`src/rtl/calc_pkg.sv`:
```
// Shared types and helpers for the history calculator: opcodes, display kinds,
// FSM state encoding and the display-hold cycle computation.
package calc_pkg;

    typedef enum logic [1:0] {
        ADD = 2'd0,
        SUB = 2'd1,
        AND = 2'd2,
        OR  = 2'd3
    } op_e;

    typedef enum logic [1:0] {
        K_A    = 2'd0,
        K_B    = 2'd1,
        K_R    = 2'd2,
        K_HIST = 2'd3
    } kind_e;

    typedef enum logic [2:0] {
        CAP_A   = 3'd0,
        SHOW_A  = 3'd1,
        CAP_B   = 3'd2,
        SHOW_B  = 3'd3,
        WAIT_OP = 3'd4,
        SHOW_R  = 3'd5,
        BROWSE  = 3'd6
    } state_e;

    // 64-bit intermediate: 100 MHz times a one-second hold overflows 32 bits.
    function automatic int hold_cycles(input longint clk_hz, input longint show_ms);
        longint c;
        c = (clk_hz * show_ms) / 1000;
        if (c < 1) c = 1;
        return int'(c);
    endfunction

    // Lowest set pulse index wins when several ops arrive together.
    function automatic op_e pick_op(input logic [3:0] pulses);
        if (pulses[0]) return ADD;
        if (pulses[1]) return SUB;
        if (pulses[2]) return AND;
        return OR;
    endfunction

endpackage

```
`src/rtl/calc_hist_buf.sv`:
```
// Circular result history: DEPTH entries of W+1 bits, saturating count and an
// age-indexed combinational read port (age 0 = most recent write).
module calc_hist_buf
    import calc_pkg::*;
#(
    parameter int W     = 8,
    parameter int DEPTH = 4
) (
    input  logic                         clk,
    input  logic                         rst,
    input  logic                         wr_en,
    input  logic [W:0]                   wr_data,
    input  logic [$clog2(DEPTH)-1:0]     rd_age,
    output logic [W:0]                   rd_data,
    output logic [$clog2(DEPTH+1)-1:0]   count
);

    localparam int AW = $clog2(DEPTH);
    localparam int CW = $clog2(DEPTH+1);

    logic [W:0]    mem [DEPTH];
    logic [AW-1:0] wr_ptr;
    logic [AW-1:0] rd_addr;

    always_ff @(posedge clk or posedge rst) begin
        if (rst) begin
            wr_ptr <= '0;
            count  <= '0;
            for (int i = 0; i < DEPTH; i++) begin
                mem[i] <= '0;
            end
        end else if (wr_en) begin
            mem[wr_ptr] <= wr_data;
            wr_ptr      <= wr_ptr + AW'(1);
            if (count != CW'(DEPTH)) begin
                count <= count + CW'(1);
            end
        end
    end

    // DEPTH is a power of two, so the AW-bit subtraction wraps modulo DEPTH.
    assign rd_addr = wr_ptr - AW'(1) - rd_age;
    assign rd_data = mem[rd_addr];

endmodule

```
`src/rtl/calc_hist_core.sv`:
```
// Calculator sequencer: capture/show A and B, wait for an op, show the result,
// log it into a circular history, and browse that history newest-first.
module calc_hist_core
    import calc_pkg::*;
#(
    parameter int W       = 8,
    parameter int DEPTH   = 4,
    parameter int CLK_HZ  = 100_000_000,
    parameter int SHOW_MS = 1000
) (
    input  logic                         CLK100MHZ,
    input  logic                         RESET,
    input  logic [W-1:0]                 data_in,
    input  logic [3:0]                   op_pulse,
    input  logic                         browse_en,
    input  logic                         browse_step,
    output logic [W:0]                   disp_value,
    output logic [1:0]                   disp_kind,
    output logic [2:0]                   state_o,
    output logic                         flag_carry,
    output logic                         flag_neg,
    output logic                         result_valid,
    output logic [$clog2(DEPTH+1)-1:0]   hist_count,
    output logic [$clog2(DEPTH)-1:0]     hist_idx
);

    localparam int HOLD_CYC = hold_cycles(CLK_HZ, SHOW_MS);
    localparam int TMR_W    = $clog2(HOLD_CYC + 1);
    localparam int AW       = $clog2(DEPTH);
    localparam int CW       = $clog2(DEPTH + 1);
    localparam logic [TMR_W-1:0] HOLD_LAST = TMR_W'(HOLD_CYC - 1);

    // Strobes: op_pulse and browse_step are single-cycle, acted on only in the
    // state that consumes them; result_valid is a one-cycle pulse with no
    // backpressure, coincident with the history write.
    state_e         state, state_nxt;
    kind_e          kind;
    logic [W-1:0]   a, b;
    logic [W:0]     r;
    logic [TMR_W-1:0] timer;
    logic           hold_done;
    logic           op_fire;
    op_e            op_sel;
    logic [W:0]     alu_res;
    logic           alu_c, alu_n;
    logic [W:0]     hist_rd;

    assign hold_done = (timer == HOLD_LAST);
    assign op_sel    = pick_op(op_pulse);
    assign op_fire   = (state == WAIT_OP) && (state_nxt == SHOW_R);

    always_comb begin
        alu_res = '0;
        alu_c   = 1'b0;
        alu_n   = 1'b0;
        case (op_sel)
            ADD: begin
                alu_res = {1'b0, a} + {1'b0, b};
                alu_c   = alu_res[W];
            end
            SUB: begin
                alu_res = {1'b0, a} - {1'b0, b};
                alu_n   = (a < b);
            end
            AND:     alu_res = {1'b0, a & b};
            OR:      alu_res = {1'b0, a | b};
            default: alu_res = '0;
        endcase
    end

    // FSM: state register
    always_ff @(posedge CLK100MHZ or posedge RESET) begin
        if (RESET) begin
            state <= CAP_A;
        end else begin
            state <= state_nxt;
        end
    end

    // FSM: next state. Browse requests are held off during SHOW_R so a
    // result that has been logged is always displayed for its full hold.
    always_comb begin
        state_nxt = state;
        case (state)
            CAP_A:   state_nxt = SHOW_A;
            SHOW_A:  if (hold_done) state_nxt = CAP_B;
            CAP_B:   state_nxt = SHOW_B;
            SHOW_B:  if (hold_done) state_nxt = WAIT_OP;
            WAIT_OP: if (|op_pulse) state_nxt = SHOW_R;
            SHOW_R:  if (hold_done) state_nxt = browse_en ? BROWSE : CAP_A;
            BROWSE:  if (!browse_en) state_nxt = CAP_A;
            default: state_nxt = CAP_A;
        endcase
        if (browse_en && (state != SHOW_R) && (state != BROWSE)) begin
            state_nxt = BROWSE;
        end
    end

    // FSM: outputs
    always_comb begin
        disp_value = '0;
        kind       = K_A;
        case (state)
            CAP_A, SHOW_A: begin
                disp_value = {1'b0, a};
                kind       = K_A;
            end
            CAP_B, SHOW_B, WAIT_OP: begin
                disp_value = {1'b0, b};
                kind       = K_B;
            end
            SHOW_R: begin
                disp_value = r;
                kind       = K_R;
            end
            BROWSE: begin
                disp_value = (hist_count == '0) ? '0 : hist_rd;
                kind       = K_HIST;
            end
            default: begin
                disp_value = '0;
                kind       = K_A;
            end
        endcase
    end

    assign disp_kind = kind;
    assign state_o   = state;

    always_ff @(posedge CLK100MHZ or posedge RESET) begin
        if (RESET) begin
            a            <= '0;
            b            <= '0;
            r            <= '0;
            flag_carry   <= 1'b0;
            flag_neg     <= 1'b0;
            result_valid <= 1'b0;
            timer        <= '0;
            hist_idx     <= '0;
        end else begin
            result_valid <= op_fire;

            // Timer restarts on every state change and parks at its last value.
            if (state_nxt != state) begin
                timer <= '0;
            end else if (!hold_done) begin
                timer <= timer + TMR_W'(1);
            end

            if (state == CAP_A) a <= data_in;
            if (state == CAP_B) b <= data_in;

            if (op_fire) begin
                r          <= alu_res;
                flag_carry <= alu_c;
                flag_neg   <= alu_n;
            end

            if ((state_nxt == BROWSE) && (state != BROWSE)) begin
                hist_idx <= '0;
            end else if ((state == BROWSE) && browse_en && browse_step) begin
                if ((hist_count == '0) || (CW'(hist_idx) == hist_count - CW'(1))) begin
                    hist_idx <= '0;
                end else begin
                    hist_idx <= hist_idx + AW'(1);
                end
            end
        end
    end

    calc_hist_buf #(
        .W     (W),
        .DEPTH (DEPTH)
    ) u_hist (
        .clk     (CLK100MHZ),
        .rst     (RESET),
        .wr_en   (op_fire),
        .wr_data (alu_res),
        .rd_age  (hist_idx),
        .rd_data (hist_rd),
        .count   (hist_count)
    );

endmodule

```
`config.mk`:
```
export PLATFORM = sky130hd
export DESIGN_NAME = calc_hist_core
export DESIGN_NICKNAME = d
export VERILOG_FILES = /design/src/rtl/calc_pkg.sv /design/src/rtl/calc_hist_buf.sv /design/src/rtl/calc_hist_core.sv
export SDC_FILE = /design/constraint.sdc
export NUM_CORES = 1
export LEC_CHECK = 0
export ABC_AREA = 1
export CELL_PAD_IN_SITES_DETAIL_PLACEMENT = 2
export CELL_PAD_IN_SITES_GLOBAL_PLACEMENT = 2
export CORE_UTILIZATION = 25
export DETAILED_ROUTE_END_ITERATION = 10
export GPL_TIMING_DRIVEN = 0
export PLACE_DENSITY_LB_ADDON = 0.1
export RECOVER_POWER = 100
export SKIP_CTS_REPAIR_TIMING = 1
export SLEW_MARGIN = 20
export SYNTH_ARGS = -nofsm -noshare
export SYNTH_HDL_FRONTEND = slang
export SYNTH_HIERARCHICAL = 1
export SYNTH_SLANG_ARGS = --single-unit
```
`constraint.sdc`:
```
create_clock -name CLK100MHZ -period 6.7 [get_ports CLK100MHZ]
set_input_delay 1.005 -clock CLK100MHZ [delete_from_list [all_inputs] [get_ports CLK100MHZ]]
set_output_delay 1.005 -clock CLK100MHZ [all_outputs]
set_load 0.02 [all_outputs]
```
# Yosys cells after proc, flatten, opt, wreduce, memory -nomap -nowiden

Index checks and enable logic that the tools add are counted.

Add/sub/neg operators: 9
$lt $le $gt $ge: 4
Equality and inequality tests: 18
Mux-type cells: 37
Bitwise gates (word level): 4
Reductions and logical operators: 16

Operators by type and width:

| kind                                                             | count |
|---|---|
| 9-bit one-hot mux with 4 select lines                            | 2 |
| 27-bit 2-to-1 mux                                                | 2 |
| 36-bit bitwise mux                                               | 1 |
| 9-bit 2-to-1 mux                                                 | 4 |
| 27-bit by 1-bit adder with 27-bit output (second input constant) | 1 |
| 27-bit == test (second input constant)                           | 1 |
| 3-bit 2-to-1 mux                                                 | 7 |
| 3-bit one-hot mux with 7 select lines                            | 1 |
| 9-bit binary-select mux with 2-bit select                        | 1 |
| 9-bit demux with 2-bit select                                    | 1 |
| 2-bit 2-to-1 mux                                                 | 9 |
| 3-bit == test (second input constant)                            | 5 |
| 8-bit by 8-bit adder with 9-bit output                           | 1 |
| 3-bit != test (second input constant)                            | 3 |
| 8-bit by 8-bit subtractor with 9-bit output                      | 1 |
| 8-bit AND                                                        | 1 |
| 8-bit < comparator                                               | 1 |
| 1-bit 2-to-1 mux                                                 | 8 |
| 8-bit bitwise OR                                                 | 1 |
| 1-bit logical AND                                                | 7 |
| 3-bit by 2-bit == test with 1-bit output (second input constant) | 2 |
| 3-bit >= comparator (second input constant)                      | 2 |
| 3-bit logical NOT                                                | 2 |
| 2-bit inverter with 3-bit output                                 | 2 |
| 20 further kinds                                                 | 22 |

Register bits after elaboration: 101
Input port bits: 16
Output and inout port bits: 22
Word-level logic and storage cells: 103

# Longest topological paths before layout

Gate-level depths: netlist of run 1.

Word-level depth: 10
Mapped depth: 18

# Modules after synthesis

The synthesis of run 1 kept the hierarchy.

Modules (own cells, without submodules):

| module         | instances | cells an instance | area an instance (sq um) | sequential area each (sq um) |
|---|---|---|---|---|
| calc_hist_core | 1         | 604               | 4,578.1                  | 1,501.4 |
| calc_hist_buf  | 1         | 251               | 2,170.8                  | 1,026.0 |

# Worst setup path after synthesis of run 1

Ideal clock, no wire load.

Kind: flip-flop to output port
Start: reg hist_idx[0]
End: out disp_value[8]
Data arrival time: 2.064 ns
Slack: 3.631 ns
Stages on the path, launching flop included: 10
Path buffers: 2
Path through: dfrtp_1 -> inv_1 -> ha_1 -> buf_6 -> buf_6 -> o21ai_0 -> nand3_1 -> nand2_1 -> inv_1 -> o32ai_1

Word-level cells in the longest chain between the ends: 7

RTL lines:

| what                                                   | RTL line              | source |
|---|---|---|
| from (decl)                                            | calc_hist_core.sv:24  | `output logic [$clog2(DEPTH)-1:0] hist_idx` |
| from (signal assigned)                                 | calc_hist_core.sv:165 | `hist_idx <= hist_idx + AW'(1);` |
| 2-bit subtractor                                       | calc_hist_buf.sv:42   | `assign rd_addr = wr_ptr - AW'(1) - rd_age;` |
| 2-bit inverter with 3-bit output (implied by the code) | calc_hist_buf.sv:43   | `assign rd_data = mem[rd_addr];` |
| 9-bit binary-select mux with 2-bit select              | calc_hist_buf.sv:43   |  |
| 9-bit 2-to-1 mux (implied by the code) (2 in a row)    | calc_hist_buf.sv:43   |  |
| via hist_rd[8]                                         | calc_hist_core.sv:46  | `logic [W:0] hist_rd;` |
| 9-bit 2-to-1 mux                                       | calc_hist_core.sv:117 | `disp_value = (hist_count == '0) ? '0 : hist_rd;` |
| 9-bit one-hot mux with 4 select lines                  | calc_hist_core.sv:103 | `case (state)` |
| to (decl)                                              | calc_hist_core.sv:17  | `output logic [W:0] disp_value,` |

The timed path passes the listed nets, and every way through them passes these cells. The select of a mux whose other input is x is not followed.

# Worst setup path in the final report of run 1

Start: in op_pulse[1]
End: reg u_hist/mem[11] (netlist name)

Elaborated cells between the ends (all ways): 19
Classes of those cells: eq/ne: 4; mux: 12; reduce/logical: 3

RTL lines:

| what                                  | RTL line             | source |
|---|---|---|
| from (decl)                           | calc_hist_core.sv:14 | `input logic [3:0] op_pulse,` |
| 4-bit OR reduction                    | calc_hist_core.sv:89 | `WAIT_OP: if (\|op_pulse) state_nxt = SHOW_R;` |
| 3-bit 2-to-1 mux                      | calc_hist_core.sv:89 |  |
| 3-bit one-hot mux with 7 select lines | calc_hist_core.sv:84 | `case (state)` |
| 3-bit 2-to-1 mux                      | calc_hist_core.sv:94 | `if (browse_en && (state != SHOW_R) && (state != BROWSE)) begin` |
| 3-bit == test                         | calc_hist_core.sv:50 | `assign op_fire = (state == WAIT_OP) && (state_nxt == SHOW_R);` |
| 1-bit logical AND                     | calc_hist_core.sv:50 |  |
| via op_fire                           | calc_hist_core.sv:42 | `logic op_fire;` |
| to (signal, indexed assignment)       | calc_hist_buf.sv:33  | `mem[wr_ptr] <= wr_data;` |
| to (decl)                             | calc_hist_buf.sv:21  | `logic [W:0] mem [DEPTH];` |

The timed path passes the listed nets, and every way through them passes these cells. The select of a mux whose other input is x is not followed.
A chain may end at the register's enable or synchronous reset.

==> impl_results.md, run 1 <==
* Synth Register Bits at 101
* Dpl cells at 1228
* Worst-path cell chain: dlygate4sd3_1 > nor2_1 > nand2_1 > o21ai_0 > nand2_1 > nor2_1 > nand2_1 > nand2_1 > nor2_1 > clkbuf_1 > clkbuf_1 > nand2_1 > clkbuf_1 > o21ai_0
* Post-DR vias/cell at 4.65
* Root buf cell: clkbuf_16
* Average wire per standard cell at 17.8 µm
* Power per cell area at 463 nW/µm²
* Clock transition at path regs at 0.08 ns
* Post-Place Setup Slack at 2.78 ns
* CP endpoint kind: flip-flop
* Relative slew slack at -79.1%
* Crit-path max cell delay at between 0.5 and 0.6 ns
* Failing checks: design-rule violations, max-capacitance violations, max-slew violations
* TritonCTS clock tree: yes
* Drt drc at 4
* Max-cap violations at 1
* TritonRoute pass-1 iters at 7
* Worst EP arrival at 4.83 ns
* Final hold violation count at 0
* Syn_nets at 907
* Post-DP HPWL at 17700 µm
* Placer Congestion at 0.770
* Peak VDD IR at 0.000312 V
* CORE AREA at 26300 µm²
* TNS Setup at 0 ns
* Area grow syn2layout at 13.1%
* Final Slew Violations at 45
* Share of cells above drive strength 1 at 8.36%
* Crit path max-delay cell type: dlygate4sd3_1
* All-Layer GR Usage at 16.8%
* Number of synthesized flops with an enable pin at 0
* Fin crit period at 4.55 ns
* Period utilisation layout at 67.9%
* Synthesis Warnings at 6
* Global-route wire length before repair at 36100 µm
* CP startpoint kind: primary input
* Commonest non-fill, non-tap cell in the layout: nand2_1
* Die width at 166 µm
* Fmax at 0.220 GHz
* Synth Flop Type: dfrtp_1
* Nets at 956
* Vias in the first global route at 6262
* Critical Path Most Common Cell: nand2_1
* Row cnt at 59
* Initial antenna violation count at 1
* Initial Utilization at 25.7%
* Crit path max fanout at 11
* Clock Sinks at approximately 100
* Total power at 3.53 mW
* Ys async rst share at 100%
* Lkg Pwr at between 3 and 4 nW
* Mapped Cells at 855
* N_diodes at 0
* Detail Route Antenna Nets at 0
* Final Non-Filler Cells at 1244
* Largest net degree at the start of global routing at 45
* Final Skew at 0.0154 ns
* I/O Buffers at 36
* Yosys cell types at 47
* Register area share after synthesis at 37.4%
* CP required at roughly 7.0 ns
* Most frequent cells in the layout: nand2_1, inv_1, dfrtp_1
* Worst Hold Class: reg -> reg
* Post-Syn Area at 6750 µm²
* Die footprint at 27700 µm²
* DR vias at 5783
* Flop2flop setup slack at ~2.6 ns
* Total CTS buffers at 9
* DRT iter0 DRCs at 155
* Slew @ Worst Pin at 2.69 ns
* GRT overflow at 0
* CTS H-Tree Depth at 3
* Worst skew pair latency at 0.37 ns
* RSZ-0062 raised after global routing: false
* Setup CP Type: in -> reg
* I/O Pins at 38
* Clk buf depth at 2
* Final setup fails at 0
* Fin worst setup slack at 2.15 ns
* Synthesized area per cell at approximately 8 µm²
* Status: finished with violations
* Die Y-Extent at 166 µm
* Wirelength, routed at 22100 µm
state kept, by name, summed over array words and instances, names as in the netlist:
name,count
a,8
b,8
flag_carry,1
flag_neg,1
hist_idx,2
r,9
result_valid,1
state_o,3
timer,27
u_hist/count,3
u_hist/mem,36
u_hist/wr_ptr,2
worst max-delay path, delay by kind of cell:
| kind | cells | cell delay (ns) |
|---|---|---|
| buffers and inverters | 4 | 1.88 |
| and+or+nand+nor | 8 | 1.56 |
| AOI/OAI and AO/OA | 2 | 0.37 |
power by group:
group          internal (mW)  switching [mW]
Clock                  0.266           0.290
Sequential             0.798           0.174
Combinational          0.655            1.35
cells in the mapped netlist (all sizes together), types with 2 or more instances:
cell type | n | area [µm²]
nor3 | 12 | 71.3
fa | 2 | 40.0
o21bai | 2 | 15.0
nand3 | 51 | 308
o21ai | 104 | 554
xor2 | 19 | 166
a21oi | 16 | 80.1
nand2 | 227 | 952
o211ai | 3 | 22.5
or2 | 3 | 18.8
o22ai | 5 | 31.3
ha | 34 | 425
clkbuf | 5 | 18.8
a31oi | 3 | 18.8
inv | 130 | 488
a221o | 4 | 40.0
o2111ai | 6 | 52.6
xnor2 | 8 | 70.1
dfrtp | 101 | 2530
nand4 | 15 | 93.8
nor2 | 72 | 458
buf | 15 | 166
nor4 | 7 | 43.8
routing by layer:
| metal | global-route usage, % | share of wire, % | vias up |
|---|---|---|---|
| met2 | 27.7 | 48 | 51 |
| met1 | 23.6 | 49 | 2867 |
| met4 | 3.26 | 0.87 | 0 |
| met5 | 0 | 0 | - |
| met3 | 2.12 | 2.1 | 12 |
| li1 | - | - | 2853 |
logic make-up (layout without fill, tap and decap cells):
logic type      Yosys count  count (layout)  share of synthesized area, %
xor+xnor                 27              27                          3.50
buf+inv                 151             205                          10.0
flops                   101             101                          37.4
simple gates            389             389                          29.1
fa+ha+maj                36              36                          6.90
compound gates          151             151                          13.1
worst paths after layout:
| path | from | endpoint | depth (start not counted) |
|---|---|---|---|
| hold / removal | r[2]$_DFFE_PP0P_ | r[2]$_DFFE_PP0P_ | 2 |
| setup / recovery | op_pulse[1] | u_hist/mem[11]$_DFFE_PP0P_ | 14 |
| min in group asynchronous | RESET | timer[4]$_DFFE_PP0P_ | 2 |
| hold reg to reg | r[2]$_DFFE_PP0P_ | r[2]$_DFFE_PP0P_ | 2 |
| max in group asynchronous | RESET | b[3]$_DFFE_PP0P_ | 3 |
| setup reg to reg | timer[0]$_DFFE_PP0P_ | u_hist/mem[11]$_DFFE_PP0P_ | 17 |
stage by stage:
step	hold WS [ns]	util, %	area, µm²
4_1_cts	0.488	30.0	7880
2_1_floorplan	0.442	-	6750
6_report	0.489	29.1	7630
5_1_grt	0.509	29.1	7630
3_3_place_gp	0.466	28.6	7530
3_5_place_dp	0.468	28.8	7580
layout make-up:
cell class	instances	area, µm²
clock buffer	9	225
timing repair buffer	38	368
sequential	101	2530
inverter	131	493
fill	3102	18600
multi-input combinational	603	3410
buffer	20	114
clock inverter	7	75.1
tap	335	419
Note: power is estimated with default switching activity, not from simulation.
==> run 2, diff against run 1 <==
clock period = 4.23 ns   (was 6.7 ns; I/O delays follow)
==> run 2 against run 1 <==
Net effect: the flow finishes with violations (design-rule violations); via count hardly changed; register-to-register slack worse by 1.9 ns; clock power is 59% higher; critical endpoint is now disp_value[8]; highest routed layer unchanged.
==> impl_results.md, run 2 (same netlist as run 1, synthesis figures left out) <==
* Failing checks: design-rule violations (was design-rule violations, max-capacitance violations, max-slew violations)
* I/O Buffers at 36 (unchanged)
* Area grow syn2layout at 15.0% (was 13.1%)
* Final Slew Violations at 0 (was 45)
* CP endpoint kind: output pin (was flip-flop)
* Crit-path max cell delay at 0.74 ns (was 0.57 ns)
* Nets at 956 (unchanged)
* Period utilisation layout at 86.2%
* Vias in the first global route at 6262 (unchanged)
* Root buf cell: clkbuf_16 (unchanged)
* Register Area at 2530 µm² (unchanged)
* Crit path max-delay cell type: dlygate4sd3_1 (unchanged)
* Final Non-Filler Cells at 1244 (unchanged)
* All-Layer GR Usage at 16.8% (unchanged)
* DRT iter0 DRCs at 159 (was 155)
* GRT overflow at 0 (unchanged)
* Area of the multi-input gates at 3480 µm² (was 3410 µm²)
* Status: finished with violations (unchanged)
* Die width at 166 µm (unchanged)
* Total CTS buffers at 9 (unchanged)
* N_diodes at 0 (unchanged)
* Final hold violation count at 0 (unchanged)
* GR met2 Demand/Resource at 27.7% (unchanged)
* Setup CP Type: reg -> out (was in -> reg)
* CP startpoint kind: flip-flop (was primary input)
* Share of cells above drive strength 1 at 9.68% (was 8.36%)
* I/O Pins at 38 (unchanged)
* Global-route wire length before repair at 36100 µm (unchanged)
* Crit path max fanout at 10 (was 11)
* Clk buf depth at 2 (unchanged)
* Initial Utilization at 25.7% (unchanged)
* Wirelength, routed at 22100 µm (about the same)
* Initial antenna violation count at 1 (unchanged)
* Worst-path cell chain: inv_1 > ha_1 > buf_6 > buf_6 > o21ai_0 > nand3_1 > nand2_1 > inv_1 > o32ai_1 > dlygate4sd3_1 (was dlygate4sd3_1 > nor2_1 > nand2_1 > o21ai_0 > nand2_1 > nor2_1 > nand2_1 > nand2_1 > nor2_1 > clkbuf_1 > clkbuf_1 > nand2_1 > clkbuf_1 > o21ai_0)
* Fin worst setup slack at 0.583 ns (was 2.15 ns)
* TritonRoute pass-1 iters at 7 (unchanged)
* Clock Sinks at 101 (unchanged)
* Top Registers: u_hist/mem (36), timer (27), r (9) (unchanged)
* Slew @ Worst Pin at 1.30 ns (was 2.69 ns)
* Largest Register: u_hist/mem (unchanged)
* GRT busiest layer: met2 (unchanged)
* Placer Congestion at 0.770 (unchanged)
* Post-DR vias/cell at 4.65 (about the same)
* Peak VDD IR at 0.000494 V (was 0.000312 V)
* Commonest non-fill, non-tap cell in the layout: nand2_1 (unchanged)
* Clock transition at path regs at 0.08 ns (about the same)
* Final setup fails at 0 (unchanged)
* Fillers at 3084 (was 3102)
* Fin crit period at 3.65 ns
* DR vias at 5782 (was 5783)
* Average wire per standard cell at 17.8 µm (about the same)
* CORE AREA at 26300 µm² (unchanged)
* Lkg Pwr at 3.41 nW (was 3.35 nW)
* Dpl cells at 1228 (unchanged)
* Worst Hold Class: reg -> reg (unchanged)
* Worst skew pair latency at 0.37 ns (about the same)
* Global Route met3 Usage at 2.12% (unchanged)
* TNS Setup at 0 ns (unchanged)
* M1 GR Usage at 23.6% (unchanged)
* Post-DP HPWL at 17700 µm (unchanged)
* TritonCTS clock tree: yes (unchanged)
* Row cnt at 59 (unchanged)
* Detail Route Antenna Nets at 0 (unchanged)
* Drt drc at 4 (unchanged)
* Final Cell Area at 7760 µm² (was 7630 µm²)
* CP required at 3.60 ns (was 6.98 ns)
* Die footprint at 27700 µm² (unchanged)
* Max-cap violations at 0 (was 1)
* Final Skew at 0.0155 ns (was 0.0154 ns)
* Worst hold stages at 2 (unchanged)
* Total power at 5.66 mW (was 3.53 mW)
* Worst EP arrival at 3.01 ns (was 4.83 ns)
* Most frequent cells in the layout: nand2_1, inv_1, dfrtp_1 (unchanged)
* Power per cell area at 729 nW/µm² (was 463 nW/µm²)
* Largest net degree at the start of global routing at 45 (unchanged)
* R2R cell count at 17 (unchanged)
* Post-Place Setup Slack at 0.682 ns (was 2.78 ns)
* RSZ-0062 raised after global routing: false (unchanged)
* Post-DP Area at 7580 µm² (unchanged)
* Number of flip-flops in the largest register at 36 (unchanged)
* Relative slew slack at 13.3% (was -79.1%)
* Fmax at 0.274 GHz
* Die Y-Extent at 166 µm (unchanged)
* CTS H-Tree Depth at 3 (unchanged)
## run 2: cell types whose count changed in the layout (fill, tap and decap cells not counted), sizes merged
cell,before,now
dlygate4sd3,22,21
clkbuf,24,18
buf,7,13
clkdlybuf4s50,14,15
## run 2: path summary, 6_finish.rpt
| check | from | to | slack (ns) |
|---|---|---|---|
| max | hist_idx[0]$_DFFE_PP0P_ | disp_value[8] | 0.58 |
| max in group asynchronous | RESET | u_hist/mem[11]$_DFFE_PP0P_ | 1.64 |
| min reg2reg | r[2]$_DFFE_PP0P_ | r[2]$_DFFE_PP0P_ | 0.49 |
| min in group asynchronous | RESET | timer[4]$_DFFE_PP0P_ | 0.88 |
| min | r[2]$_DFFE_PP0P_ | r[2]$_DFFE_PP0P_ | 0.49 |
| max reg2reg | timer[0]$_DFFE_PP0P_ | u_hist/mem[11]$_DFFE_PP0P_ | 0.67 |
## run 2: final cells by class
cell class	count	share of cell area (%)
buffer	20	1.98
multi-input combinational	603	44.8
clock buffer	9	2.90
sequential	101	32.6
clock inverter	7	0.967
tap	335	5.40
timing repair buffer	38	5.04
inverter	131	6.35
## run 2: power by group
group | switching, mW | internal (mW)
Clock | 0.461 | 0.421
Sequential | 0.275 | 1.26
Combinational | 2.18 | 1.06
Total | 2.91 | 2.75
## run 2: worst max-delay path: cells and delay by family, from the launching register on
family	cells	cell delay [ns]
flip-flops	1	0.46
AO/OA/AOI/OAI	2	0.55
buffers and inverters	5	1.15
AND/OR/NAND/NOR	2	0.19
adder cells (fa/ha/maj)	1	0.30
## run 2: stage by stage
step           hold WS (ns)  utilization, %
5_1_grt               0.509            29.5
4_1_cts               0.488            30.0
6_report              0.488            29.5
3_5_place_dp          0.468            28.8
2_1_floorplan         0.442               -
3_3_place_gp          0.466            28.6
## run 2: metal layers
layer | routed length [µm] | up-vias
li1 | - | 2855
met1 | 10900 | 2862
met2 | 10500 | 53
met3 | 461 | 12
met4 | 192 | 0
met5 | 0 | -
